`src/rtl/exu_wb_arb_if.sv`:
```
// Writeback arbiter bus bundle: the four unit result channels plus the
// registered writeback port and hazard/stall status outputs.
interface exu_wb_arb_if #(
    parameter int XLEN                = 32,
    parameter int REG_FILE_ADDR_WIDTH = 5
);
    localparam int NREG = 2 ** REG_FILE_ADDR_WIDTH;

    logic                           alu_wb_valid;
    logic [REG_FILE_ADDR_WIDTH-1:0] alu_wb_rd_addr;
    logic [XLEN-1:0]                alu_wb_data;
    logic                           alu_wb_ready;

    logic                           mul_wb_valid;
    logic [REG_FILE_ADDR_WIDTH-1:0] mul_wb_rd_addr;
    logic [XLEN-1:0]                mul_wb_data;
    logic                           mul_wb_ready;

    logic                           div_wb_valid;
    logic [REG_FILE_ADDR_WIDTH-1:0] div_wb_rd_addr;
    logic [XLEN-1:0]                div_wb_data;
    logic                           div_wb_ready;

    logic                           lsu_wb_valid;
    logic [REG_FILE_ADDR_WIDTH-1:0] lsu_wb_rd_addr;
    logic [XLEN-1:0]                lsu_wb_data;
    logic                           lsu_wb_ready;

    logic [XLEN-1:0]                exu_wb_data;
    logic [REG_FILE_ADDR_WIDTH-1:0] exu_wb_rd_addr;
    logic                           exu_wb_rd_wr_en;
    logic [NREG-1:0]                wb_pending_mask;
    logic [3:0]                     wb_buf_full;

    // Arbiter side: consumes unit results, produces writeback and status.
    modport slave (
        input  alu_wb_valid, alu_wb_rd_addr, alu_wb_data,
        input  mul_wb_valid, mul_wb_rd_addr, mul_wb_data,
        input  div_wb_valid, div_wb_rd_addr, div_wb_data,
        input  lsu_wb_valid, lsu_wb_rd_addr, lsu_wb_data,
        output alu_wb_ready, mul_wb_ready, div_wb_ready, lsu_wb_ready,
        output exu_wb_data, exu_wb_rd_addr, exu_wb_rd_wr_en,
        output wb_pending_mask, wb_buf_full
    );

    // Producer side: the execution units and the writeback consumers.
    modport master (
        output alu_wb_valid, alu_wb_rd_addr, alu_wb_data,
        output mul_wb_valid, mul_wb_rd_addr, mul_wb_data,
        output div_wb_valid, div_wb_rd_addr, div_wb_data,
        output lsu_wb_valid, lsu_wb_rd_addr, lsu_wb_data,
        input  alu_wb_ready, mul_wb_ready, div_wb_ready, lsu_wb_ready,
        input  exu_wb_data, exu_wb_rd_addr, exu_wb_rd_wr_en,
        input  wb_pending_mask, wb_buf_full
    );
endinterface

```
`src/rtl/exu_wb_arb.sv`:
```
// EXU writeback arbiter: one holding buffer per unit (ALU, MUL, DIV, LSU),
// fixed priority DIV > LSU > MUL > ALU, single registered writeback port.
// Source index order 0..3 = {alu, mul, div, lsu} matches wb_buf_full bits.
module exu_wb_arb #(
    parameter int XLEN                = 32,
    parameter int REG_FILE_ADDR_WIDTH = 5
) (
    input  logic         clk,
    input  logic         rst,
    exu_wb_arb_if.slave  bus
);
    localparam int AW      = REG_FILE_ADDR_WIDTH;
    localparam int NREG    = 2 ** REG_FILE_ADDR_WIDTH;
    localparam int NSRC    = 4;
    localparam int SRC_ALU = 0;
    localparam int SRC_MUL = 1;
    localparam int SRC_DIV = 2;
    localparam int SRC_LSU = 3;

    // Incoming results gathered into index-addressable arrays
    logic [NSRC-1:0] in_valid;
    logic [AW-1:0]   in_rd   [NSRC];
    logic [XLEN-1:0] in_data [NSRC];

    assign in_valid = {bus.lsu_wb_valid, bus.div_wb_valid,
                       bus.mul_wb_valid, bus.alu_wb_valid};
    assign in_rd[SRC_ALU]   = bus.alu_wb_rd_addr;
    assign in_rd[SRC_MUL]   = bus.mul_wb_rd_addr;
    assign in_rd[SRC_DIV]   = bus.div_wb_rd_addr;
    assign in_rd[SRC_LSU]   = bus.lsu_wb_rd_addr;
    assign in_data[SRC_ALU] = bus.alu_wb_data;
    assign in_data[SRC_MUL] = bus.mul_wb_data;
    assign in_data[SRC_DIV] = bus.div_wb_data;
    assign in_data[SRC_LSU] = bus.lsu_wb_data;

    // Holding buffers and the writeback output register
    logic [NSRC-1:0] buf_valid_reg;
    logic [AW-1:0]   buf_rd_reg   [NSRC];
    logic [XLEN-1:0] buf_data_reg [NSRC];

    logic            wb_wr_en_reg;
    logic [AW-1:0]   wb_rd_reg;
    logic [XLEN-1:0] wb_data_reg;

    // Per-source candidate / handshake signals
    logic [NSRC-1:0] in_nz;       // incoming result targets a real register
    logic [NSRC-1:0] cand_valid;
    logic [AW-1:0]   cand_rd   [NSRC];
    logic [XLEN-1:0] cand_data [NSRC];
    logic [NSRC-1:0] grant;
    logic [NSRC-1:0] ready;
    logic [NSRC-1:0] accept;
    logic [NSRC-1:0] buf_free;    // buffer may be rewritten this cycle
    logic [NSRC-1:0] buf_load;    // accepted result must be held for later

    genvar gi;
    generate
        for (gi = 0; gi < NSRC; gi++) begin : g_src
            assign in_nz[gi]      = (in_rd[gi] != '0);
            // An occupied buffer always shadows the incoming result so that
            // results from one unit retire in acceptance order.
            assign cand_valid[gi] = buf_valid_reg[gi] | (in_valid[gi] & in_nz[gi]);
            assign cand_rd[gi]    = buf_valid_reg[gi] ? buf_rd_reg[gi]   : in_rd[gi];
            assign cand_data[gi]  = buf_valid_reg[gi] ? buf_data_reg[gi] : in_data[gi];
            // Ready never looks at this source's own valid, only state and grant.
            assign buf_free[gi]   = ~buf_valid_reg[gi] | grant[gi];
            assign ready[gi]      = ~rst & buf_free[gi];
            assign accept[gi]     = in_valid[gi] & ready[gi];
            // Bypass case: empty buffer and the incoming result itself won.
            assign buf_load[gi]   = accept[gi] & in_nz[gi] &
                                    (buf_valid_reg[gi] | ~grant[gi]);
        end
    endgenerate

    // Fixed priority grant: DIV > LSU > MUL > ALU, no fairness
    always_comb begin
        grant = '0;
        if (cand_valid[SRC_DIV])      grant[SRC_DIV] = 1'b1;
        else if (cand_valid[SRC_LSU]) grant[SRC_LSU] = 1'b1;
        else if (cand_valid[SRC_MUL]) grant[SRC_MUL] = 1'b1;
        else if (cand_valid[SRC_ALU]) grant[SRC_ALU] = 1'b1;
    end

    // Steer the granted candidate onto the writeback register inputs
    logic [AW-1:0]   sel_rd;
    logic [XLEN-1:0] sel_data;
    always_comb begin
        sel_rd   = '0;
        sel_data = '0;
        for (int i = 0; i < NSRC; i++) begin
            if (grant[i]) begin
                sel_rd   = cand_rd[i];
                sel_data = cand_data[i];
            end
        end
    end

    // Holding buffer update: drain on grant, refill on non-bypassed accept
    always_ff @(posedge clk) begin
        if (rst) begin
            buf_valid_reg <= '0;
            for (int i = 0; i < NSRC; i++) begin
                buf_rd_reg[i]   <= '0;
                buf_data_reg[i] <= '0;
            end
        end else begin
            for (int i = 0; i < NSRC; i++) begin
                if (buf_free[i]) begin
                    buf_valid_reg[i] <= buf_load[i];
                    if (buf_load[i]) begin
                        buf_rd_reg[i]   <= in_rd[i];
                        buf_data_reg[i] <= in_data[i];
                    end
                end
            end
        end
    end

    // Writeback port register: strobe each granted cycle, hold addr/data otherwise
    always_ff @(posedge clk) begin
        if (rst) begin
            wb_wr_en_reg <= 1'b0;
            wb_rd_reg    <= '0;
            wb_data_reg  <= '0;
        end else if (|grant) begin
            wb_wr_en_reg <= 1'b1;
            wb_rd_reg    <= sel_rd;
            wb_data_reg  <= sel_data;
        end else begin
            wb_wr_en_reg <= 1'b0;
        end
    end

    // Pending destinations: occupied buffers plus the result on the port
    logic [NREG-1:0] pending_mask;
    always_comb begin
        pending_mask = '0;
        for (int i = 0; i < NSRC; i++) begin
            if (buf_valid_reg[i]) pending_mask[buf_rd_reg[i]] = 1'b1;
        end
        if (wb_wr_en_reg) pending_mask[wb_rd_reg] = 1'b1;
    end

    assign bus.alu_wb_ready    = ready[SRC_ALU];
    assign bus.mul_wb_ready    = ready[SRC_MUL];
    assign bus.div_wb_ready    = ready[SRC_DIV];
    assign bus.lsu_wb_ready    = ready[SRC_LSU];
    assign bus.exu_wb_data     = wb_data_reg;
    assign bus.exu_wb_rd_addr  = wb_rd_reg;
    assign bus.exu_wb_rd_wr_en = wb_wr_en_reg;
    assign bus.wb_pending_mask = pending_mask;
    assign bus.wb_buf_full     = buf_valid_reg;
endmodule
```
`src/flat_wrapper.sv`:
```
// flat-port wrapper written by rule: the top's interface ports become plain ports
module exu_wb_arb_flat 
#(
    parameter int XLEN                = 32,
    parameter int REG_FILE_ADDR_WIDTH = 5
)
  (clk, rst, bus_alu_wb_valid, bus_alu_wb_rd_addr, bus_alu_wb_data, bus_mul_wb_valid, bus_mul_wb_rd_addr, bus_mul_wb_data, bus_div_wb_valid, bus_div_wb_rd_addr, bus_div_wb_data, bus_lsu_wb_valid, bus_lsu_wb_rd_addr, bus_lsu_wb_data, bus_alu_wb_ready, bus_mul_wb_ready, bus_div_wb_ready, bus_lsu_wb_ready, bus_exu_wb_data, bus_exu_wb_rd_addr, bus_exu_wb_rd_wr_en, bus_wb_pending_mask, bus_wb_buf_full);
  exu_wb_arb_if #(.XLEN(XLEN), .REG_FILE_ADDR_WIDTH(REG_FILE_ADDR_WIDTH)) bus_i ();
  input  logic clk;
  input  logic rst;
  input wire logic [$bits(bus_i.alu_wb_valid)-1:0] bus_alu_wb_valid;
  input wire logic [$bits(bus_i.alu_wb_rd_addr)-1:0] bus_alu_wb_rd_addr;
  input wire logic [$bits(bus_i.alu_wb_data)-1:0] bus_alu_wb_data;
  input wire logic [$bits(bus_i.mul_wb_valid)-1:0] bus_mul_wb_valid;
  input wire logic [$bits(bus_i.mul_wb_rd_addr)-1:0] bus_mul_wb_rd_addr;
  input wire logic [$bits(bus_i.mul_wb_data)-1:0] bus_mul_wb_data;
  input wire logic [$bits(bus_i.div_wb_valid)-1:0] bus_div_wb_valid;
  input wire logic [$bits(bus_i.div_wb_rd_addr)-1:0] bus_div_wb_rd_addr;
  input wire logic [$bits(bus_i.div_wb_data)-1:0] bus_div_wb_data;
  input wire logic [$bits(bus_i.lsu_wb_valid)-1:0] bus_lsu_wb_valid;
  input wire logic [$bits(bus_i.lsu_wb_rd_addr)-1:0] bus_lsu_wb_rd_addr;
  input wire logic [$bits(bus_i.lsu_wb_data)-1:0] bus_lsu_wb_data;
  output wire logic [$bits(bus_i.alu_wb_ready)-1:0] bus_alu_wb_ready;
  output wire logic [$bits(bus_i.mul_wb_ready)-1:0] bus_mul_wb_ready;
  output wire logic [$bits(bus_i.div_wb_ready)-1:0] bus_div_wb_ready;
  output wire logic [$bits(bus_i.lsu_wb_ready)-1:0] bus_lsu_wb_ready;
  output wire logic [$bits(bus_i.exu_wb_data)-1:0] bus_exu_wb_data;
  output wire logic [$bits(bus_i.exu_wb_rd_addr)-1:0] bus_exu_wb_rd_addr;
  output wire logic [$bits(bus_i.exu_wb_rd_wr_en)-1:0] bus_exu_wb_rd_wr_en;
  output wire logic [$bits(bus_i.wb_pending_mask)-1:0] bus_wb_pending_mask;
  output wire logic [$bits(bus_i.wb_buf_full)-1:0] bus_wb_buf_full;
  assign bus_i.alu_wb_valid = bus_alu_wb_valid;
  assign bus_i.alu_wb_rd_addr = bus_alu_wb_rd_addr;
  assign bus_i.alu_wb_data = bus_alu_wb_data;
  assign bus_i.mul_wb_valid = bus_mul_wb_valid;
  assign bus_i.mul_wb_rd_addr = bus_mul_wb_rd_addr;
  assign bus_i.mul_wb_data = bus_mul_wb_data;
  assign bus_i.div_wb_valid = bus_div_wb_valid;
  assign bus_i.div_wb_rd_addr = bus_div_wb_rd_addr;
  assign bus_i.div_wb_data = bus_div_wb_data;
  assign bus_i.lsu_wb_valid = bus_lsu_wb_valid;
  assign bus_i.lsu_wb_rd_addr = bus_lsu_wb_rd_addr;
  assign bus_i.lsu_wb_data = bus_lsu_wb_data;
  assign bus_alu_wb_ready = bus_i.alu_wb_ready;
  assign bus_mul_wb_ready = bus_i.mul_wb_ready;
  assign bus_div_wb_ready = bus_i.div_wb_ready;
  assign bus_lsu_wb_ready = bus_i.lsu_wb_ready;
  assign bus_exu_wb_data = bus_i.exu_wb_data;
  assign bus_exu_wb_rd_addr = bus_i.exu_wb_rd_addr;
  assign bus_exu_wb_rd_wr_en = bus_i.exu_wb_rd_wr_en;
  assign bus_wb_pending_mask = bus_i.wb_pending_mask;
  assign bus_wb_buf_full = bus_i.wb_buf_full;
  exu_wb_arb #(.XLEN(XLEN), .REG_FILE_ADDR_WIDTH(REG_FILE_ADDR_WIDTH)) u_core (.clk(clk), .rst(rst), .bus(bus_i));
endmodule
```
`config.mk`:
```
export PLATFORM = sky130hd
export DESIGN_NAME = exu_wb_arb_flat
export DESIGN_NICKNAME = d
export VERILOG_FILES = /design/src/rtl/exu_wb_arb_if.sv /design/src/rtl/exu_wb_arb.sv /design/src/flat_wrapper.sv
export SDC_FILE = /design/constraint.sdc
export NUM_CORES = 1
export LEC_CHECK = 0
export ABC_AREA = 0
export CAP_MARGIN = 25
export CORE_MARGIN = 2
export CORE_UTILIZATION = 47
export DETAILED_ROUTE_END_ITERATION = 8
export PLACE_DENSITY = 0.78
export SYNTH_ARGS = -nofsm -noshare
export SYNTH_HDL_FRONTEND = slang
export SYNTH_SLANG_ARGS = --single-unit
export TNS_END_PERCENT = 50
```
`constraint.sdc`:
```
create_clock -name clk -period 5.1 [get_ports clk]
set_clock_uncertainty 0.2 [all_clocks]
set_input_delay 0.765 -clock clk [delete_from_list [all_inputs] [get_ports clk]]
set_output_delay 0.765 -clock clk [all_outputs]
set_load 0.005 [all_outputs]
```
* Word level (Yosys, flattened, before mapping)
Memories as Yosys holds them, arrays and structs flattened.
Cells that the tools add are included.
** Cells by class
- $lt $le $gt $ge :: 10
- Muxes and demuxes :: 66
- Bitwise gates (word level) :: 53
- Reductions and logical operators :: 10
** Operators with widths (count)
- 2-to-1 mux 32 bit :: 17
- bitwise OR 32 bit :: 4
- 2-to-1 mux 5 bit :: 12
- less-than comparator 5 x 6 -> 1 bit, second input constant :: 5
- 2-to-1 mux 1 bit :: 30
- demux 1 bit (select 5 bit) :: 5
- >= comparator 5 x 1 -> 1 bit, second input constant :: 5
- bitwise AND 1 bit :: 20
- bitwise OR 1 bit :: 20
- nonzero test 5 bit :: 4
- NOT 1 bit :: 9
- logical AND 1 bit :: 5
- 2-to-1 mux 2 bit :: 2
- OR reduction 4 bit :: 1
** Word-level totals
- Flip-flop bits (word level) :: 42
- Bits in writable memories :: 148
- Input bits :: 154
- Output and inout bits :: 78
- Logic and storage cells :: 148
- Memories :: 2
** Memory list
- u_core.buf_data_reg :: words 4, width 32, read ports 4, clocked after Yosys merged registers in 0, wr ports 4, line exu_wb_arb.sv:39 : logic [XLEN-1:0] buf_data_reg [NSRC];
- u_core.buf_rd_reg :: words 4, width 5, read ports 4, clocked after Yosys merged registers in 0, wr ports 4, line exu_wb_arb.sv:38 : logic [AW-1:0] buf_rd_reg [NSRC];

* Logic depth before layout (Yosys ltp)
- Depth after elaboration :: 17
- Gate-level depth with buffers :: 8
- Mapped depth without buffers :: 6

* Least setup slack after synthesis
Ideal clock, no wire load.
- Path type :: in2reg
- From :: input port bus_lsu_wb_rd_addr[0]
- To :: memory u_core.buf_data_reg[0][0], enable pin
- Library setup time :: 0.483 ns
- Data arrival time :: 4.517 ns
- Data required time :: 4.417 ns
- Setup slack :: -0.100 ns
- Cell stages on the path :: 5
- Buffers on the path :: 0
- Cells stage by stage :: or4_4 -> o22ai_2 -> nand4_2 -> xnor2_1 -> o21ai_0
** RTL lines
- start: declaration :: line flat_wrapper.sv:21 : input wire logic [$bits(bus_i.lsu_wb_rd_addr)-1:0] bus_lsu_wb_rd_addr;
- end: declaration :: line exu_wb_arb.sv:39

* Final worst setup path
- From :: input port bus_lsu_wb_rd_addr[0]
- To :: output port bus_mul_wb_ready
** Between the ends
- Cells in the longest elaborated chain, start to end :: 7
** Ends and longest elaborated chain
- nonzero test 5 bit :: line exu_wb_arb.sv:59 : assign in_nz[gi] = (in_rd[gi] != '0);
- bitwise AND 1 bit :: line exu_wb_arb.sv:62 : assign cand_valid[gi] = buf_valid_reg[gi] | (in_valid[gi] & in_nz[gi]);
- bitwise OR 1 bit :: line exu_wb_arb.sv:62
- 2-to-1 mux 2 bit :: line exu_wb_arb.sv:79 : else if (cand_valid[SRC_LSU]) grant[SRC_LSU] = 1'b1;
- 2-to-1 mux 2 bit :: line exu_wb_arb.sv:78 : if (cand_valid[SRC_DIV]) grant[SRC_DIV] = 1'b1;
- bitwise OR 1 bit :: line exu_wb_arb.sv:66 : assign buf_free[gi] = ~buf_valid_reg[gi] | grant[gi];
- bitwise AND 1 bit :: line exu_wb_arb.sv:67 : assign ready[gi] = ~rst & buf_free[gi];
- end: declaration :: line flat_wrapper.sv:24 : output wire logic [$bits(bus_i.mul_wb_ready)-1:0] bus_mul_wb_ready;
No other way between the ends.

==> impl_metrics.ini <==
[yosys]
avgSynthCellArea_um2 = 9.75
yosysSeqAreaShare_pct = 48.5
synth_top_family_by_area = simple AND/OR/NAND/NOR gates
synth_top_area_cell = edfxtp_1
synthMuxAreaShare_pct = 2.25
synth_edf_count = 148
postSynthCellCount = 1118
netlist_area_um2 = 10900
ys_async_sr_fraction_pct = 0
syn_nets = 1272
yosys_warnings = 0
synth_compound_area_share_pct = 20.0
synth_flop_cell = edfxtp_1
synthDistinctLibCells = 60
synthAdderAreaFrac_pct = 0
ys_ff_latch = 190
synthSimpleGateAreaFrac_pct = 24.5
synthXorXnorAreaFrac_pct = 0.241
netlist.area_leader.share_pct = 40.8
synthTopCellsByArea = edfxtp_1 41%, and2_1 8.6%, dfxtp_1 7.7%

[global_routing]
grt_max_degree = 67
grt_pass1_vias = 9105
antenna_found_initial = 0
grt_pass1_wl_mm = 54.6
grtUsageTotal_pct = 29.5
overflow = 0

[floorplanning]
core_area_um2 = 22700
die_h_um = 156
fp.dieW_um = 156
die_area_um2 = 24400
start_util_pct = 48.0
ios = 232
std_cell_rows = 55

[min_path]
hp-class = reg -> reg

[final_layout]
final_cells = 1600
multiInputGateArea_um2 = 5190
drive_above_1_share_pct = 7.53
largest_reg_flops = 128
syn2layout_area_growth_pct = 28.7
nFillCells = 1860
final_common_cell = clkdlybuf4s50_1
diodes = 0
final_nets = 1456
final_cell_mix = 231 x clkdlybuf4s50_1, 150 x and2_1, 148 x edfxtp_1
register_area_um2 = 5290

[critical_path]
cp-endpoint = bus_mul_wb_ready
path_buf_inv = 2
critical_path_class = in -> out
r2r-end = u_core.buf_data_reg[0][20]
critPathTopFamily = buffers and inverters
arrival_ns = 3.26
cp_slowest_cell = or4_4
cp-start-kind = input pin
path_depth = 6
end_kind = output pin
cpPeakStageDelay_ns = 0.61
path_cells = clkdlybuf4s50_1 -> or4_4 -> o22ai_2 -> nand2_2 -> a21oi_1 -> clkdlybuf4s50_1
startpoint = bus_lsu_wb_rd_addr[0]
reg2reg_slack_ns = 1.99
critPathMaxFanout = 16
worstReg2RegStart = u_core.bus.wb_buf_full[0]
crit_path_frequent_cell = clkdlybuf4s50_1
worstPathRequired_ns = 4.14
rr_worst_depth = 7

[routing]
wl_per_cell_um = 23.2
drc = 0
wl_mm = 37.0
via_per_inst = 6.33
ant_nets = 0
drt_iter0_drc = 1376
dr.pass1.iters = 6
vias = 10100

[cts]
clk_latency_ns = 0.44
cts_buffer_depth = 2
cts_root_buffer = clkbuf_16
cts_hold_buf = 0
htreeDepth = 4
numCtsBuffers = 17
post_cts_resize_count = 0
post_cts_buffers = 0
cts_tree = done
clk_pin_slew_ns = 0.07
cts_sinks = 190

[timing]
rsz0062_at_grt = no
holdWs_ns = 0.314
drv_slew = 0
fin_crit_sh_pct = 82.9
setup_viol = 0
slew_headroom_pct = 36.3
tightest_slew_ns = 0.956
clock.fmax_mhz = 237
hold_viol_final = 0
post-route-min-period_ns = 4.23

[power_and_ir_drop]
power.density_nw_per_um2 = 281
total_power_uw = 3940
p_leak_uw = 0.00497
vdd_drop_max_mv = 0.211

[place]
dp_hpwl_mm = 27.2
io_buffers = 231
post-place-cells = 1567
place.gp.congestion = 0.963

[run]
max_cap_violations = 0

[run_status]
status = finished clean
==> metal layers <==
metal / wire (um) / up-vias / global-route usage, %
met5: 0 / - / 0
met4: 671 / 0 / 6.03
met3: 4600 / 64 / 7.26
met2: 15800 / 673 / 41.6
met1: 16000 / 4800 / 45.8
li1: - / 4596 / -
==> synth_stat cells, drive strengths merged, types with 2 or more instances <==
master and number:
nand2b 10, inv 27, a22o 2, o22ai 26, and2 150, or2 5, a21oi 57, nand3 41
or4 4, o211ai 39, a31oi 18, nor3 50, edfxtp 148, dfxtp 42, a221o 3, mux2i 20
o221ai 26, a221oi 23, nor4 2, o32ai 9, xnor2 3, or3 26, o21ai 31, a211oi 10
nor3b 16, nor2 82, a2bb2oi 10, o2111a 2, a22oi 36, nand2 50, mux2 4, clkbuf 65
and3 26, o21a 2, nand3b 16, buf 26, o31ai 2
==> kinds of logic (layout without fill, tap and decap cells) <==
family                 Yosys count  count (layout)
AO/OA/AOI/OAI                  301             301
XOR/XNOR                         3               3
flip-flops                     190             190
multiplexers                    24              24
buffers and inverters          118             315
AND/OR/NAND/NOR                482             482
==> per-stage QoR <==
step | cell area (um2) | util [%] | TNS, ns | setup slack [ns]
after global placement | 13400 | 59.2 | 0 | 0.918
after detailed placement | 13400 | 59.2 | 0 | 0.896
after floorplan | 10900 | - | -1.12 | -0.0302
after CTS | 14000 | 61.6 | 0 | 0.891
final | 14000 | 61.8 | 0 | 0.875
after global routing | 14000 | 61.8 | 0 | 0.734
==> how the worst min path moves through the flow <==
stage | start | end | slack, ns | depth (start not counted)
final | u_core.buf_data_reg[2][25] | u_core.bus.exu_wb_data[25] | 0.31 | 1
after global placement | u_core.buf_data_reg[2][4] | u_core.bus.exu_wb_data[4] | 0.29 | 1
after detailed placement | u_core.buf_data_reg[2][25] | u_core.bus.exu_wb_data[25] | 0.30 | 1
after CTS | u_core.buf_data_reg[2][25] | u_core.bus.exu_wb_data[25] | 0.32 | 1
after floorplan | u_core.buf_data_reg[2][25] | u_core.bus.exu_wb_data[25] | 0.28 | 1
after global routing | u_core.buf_data_reg[2][25] | u_core.bus.exu_wb_data[25] | 0.34 | 1
==> where the power goes <==
part	internal (uW)	leakage (uW)	switching, uW	total, uW
Combinational	366	0.00277	418	784
Sequential	1800	0.00192	95.0	1890
Clock	653	0.000272	614	1270
Total	2820	0.00497	1130	3940
==> final cells by class <==
type / count / area share, %
timing repair buffer: 256 / 18.1
inverter: 27 / 0.723
sequential: 190 / 37.7
clock buffer: 20 / 3.18
clock inverter: 12 / 0.776
tap: 285 / 2.54
multi-input combinational: 810 / 37.0
No activity file was read; power rests on OpenSTA's default activity.
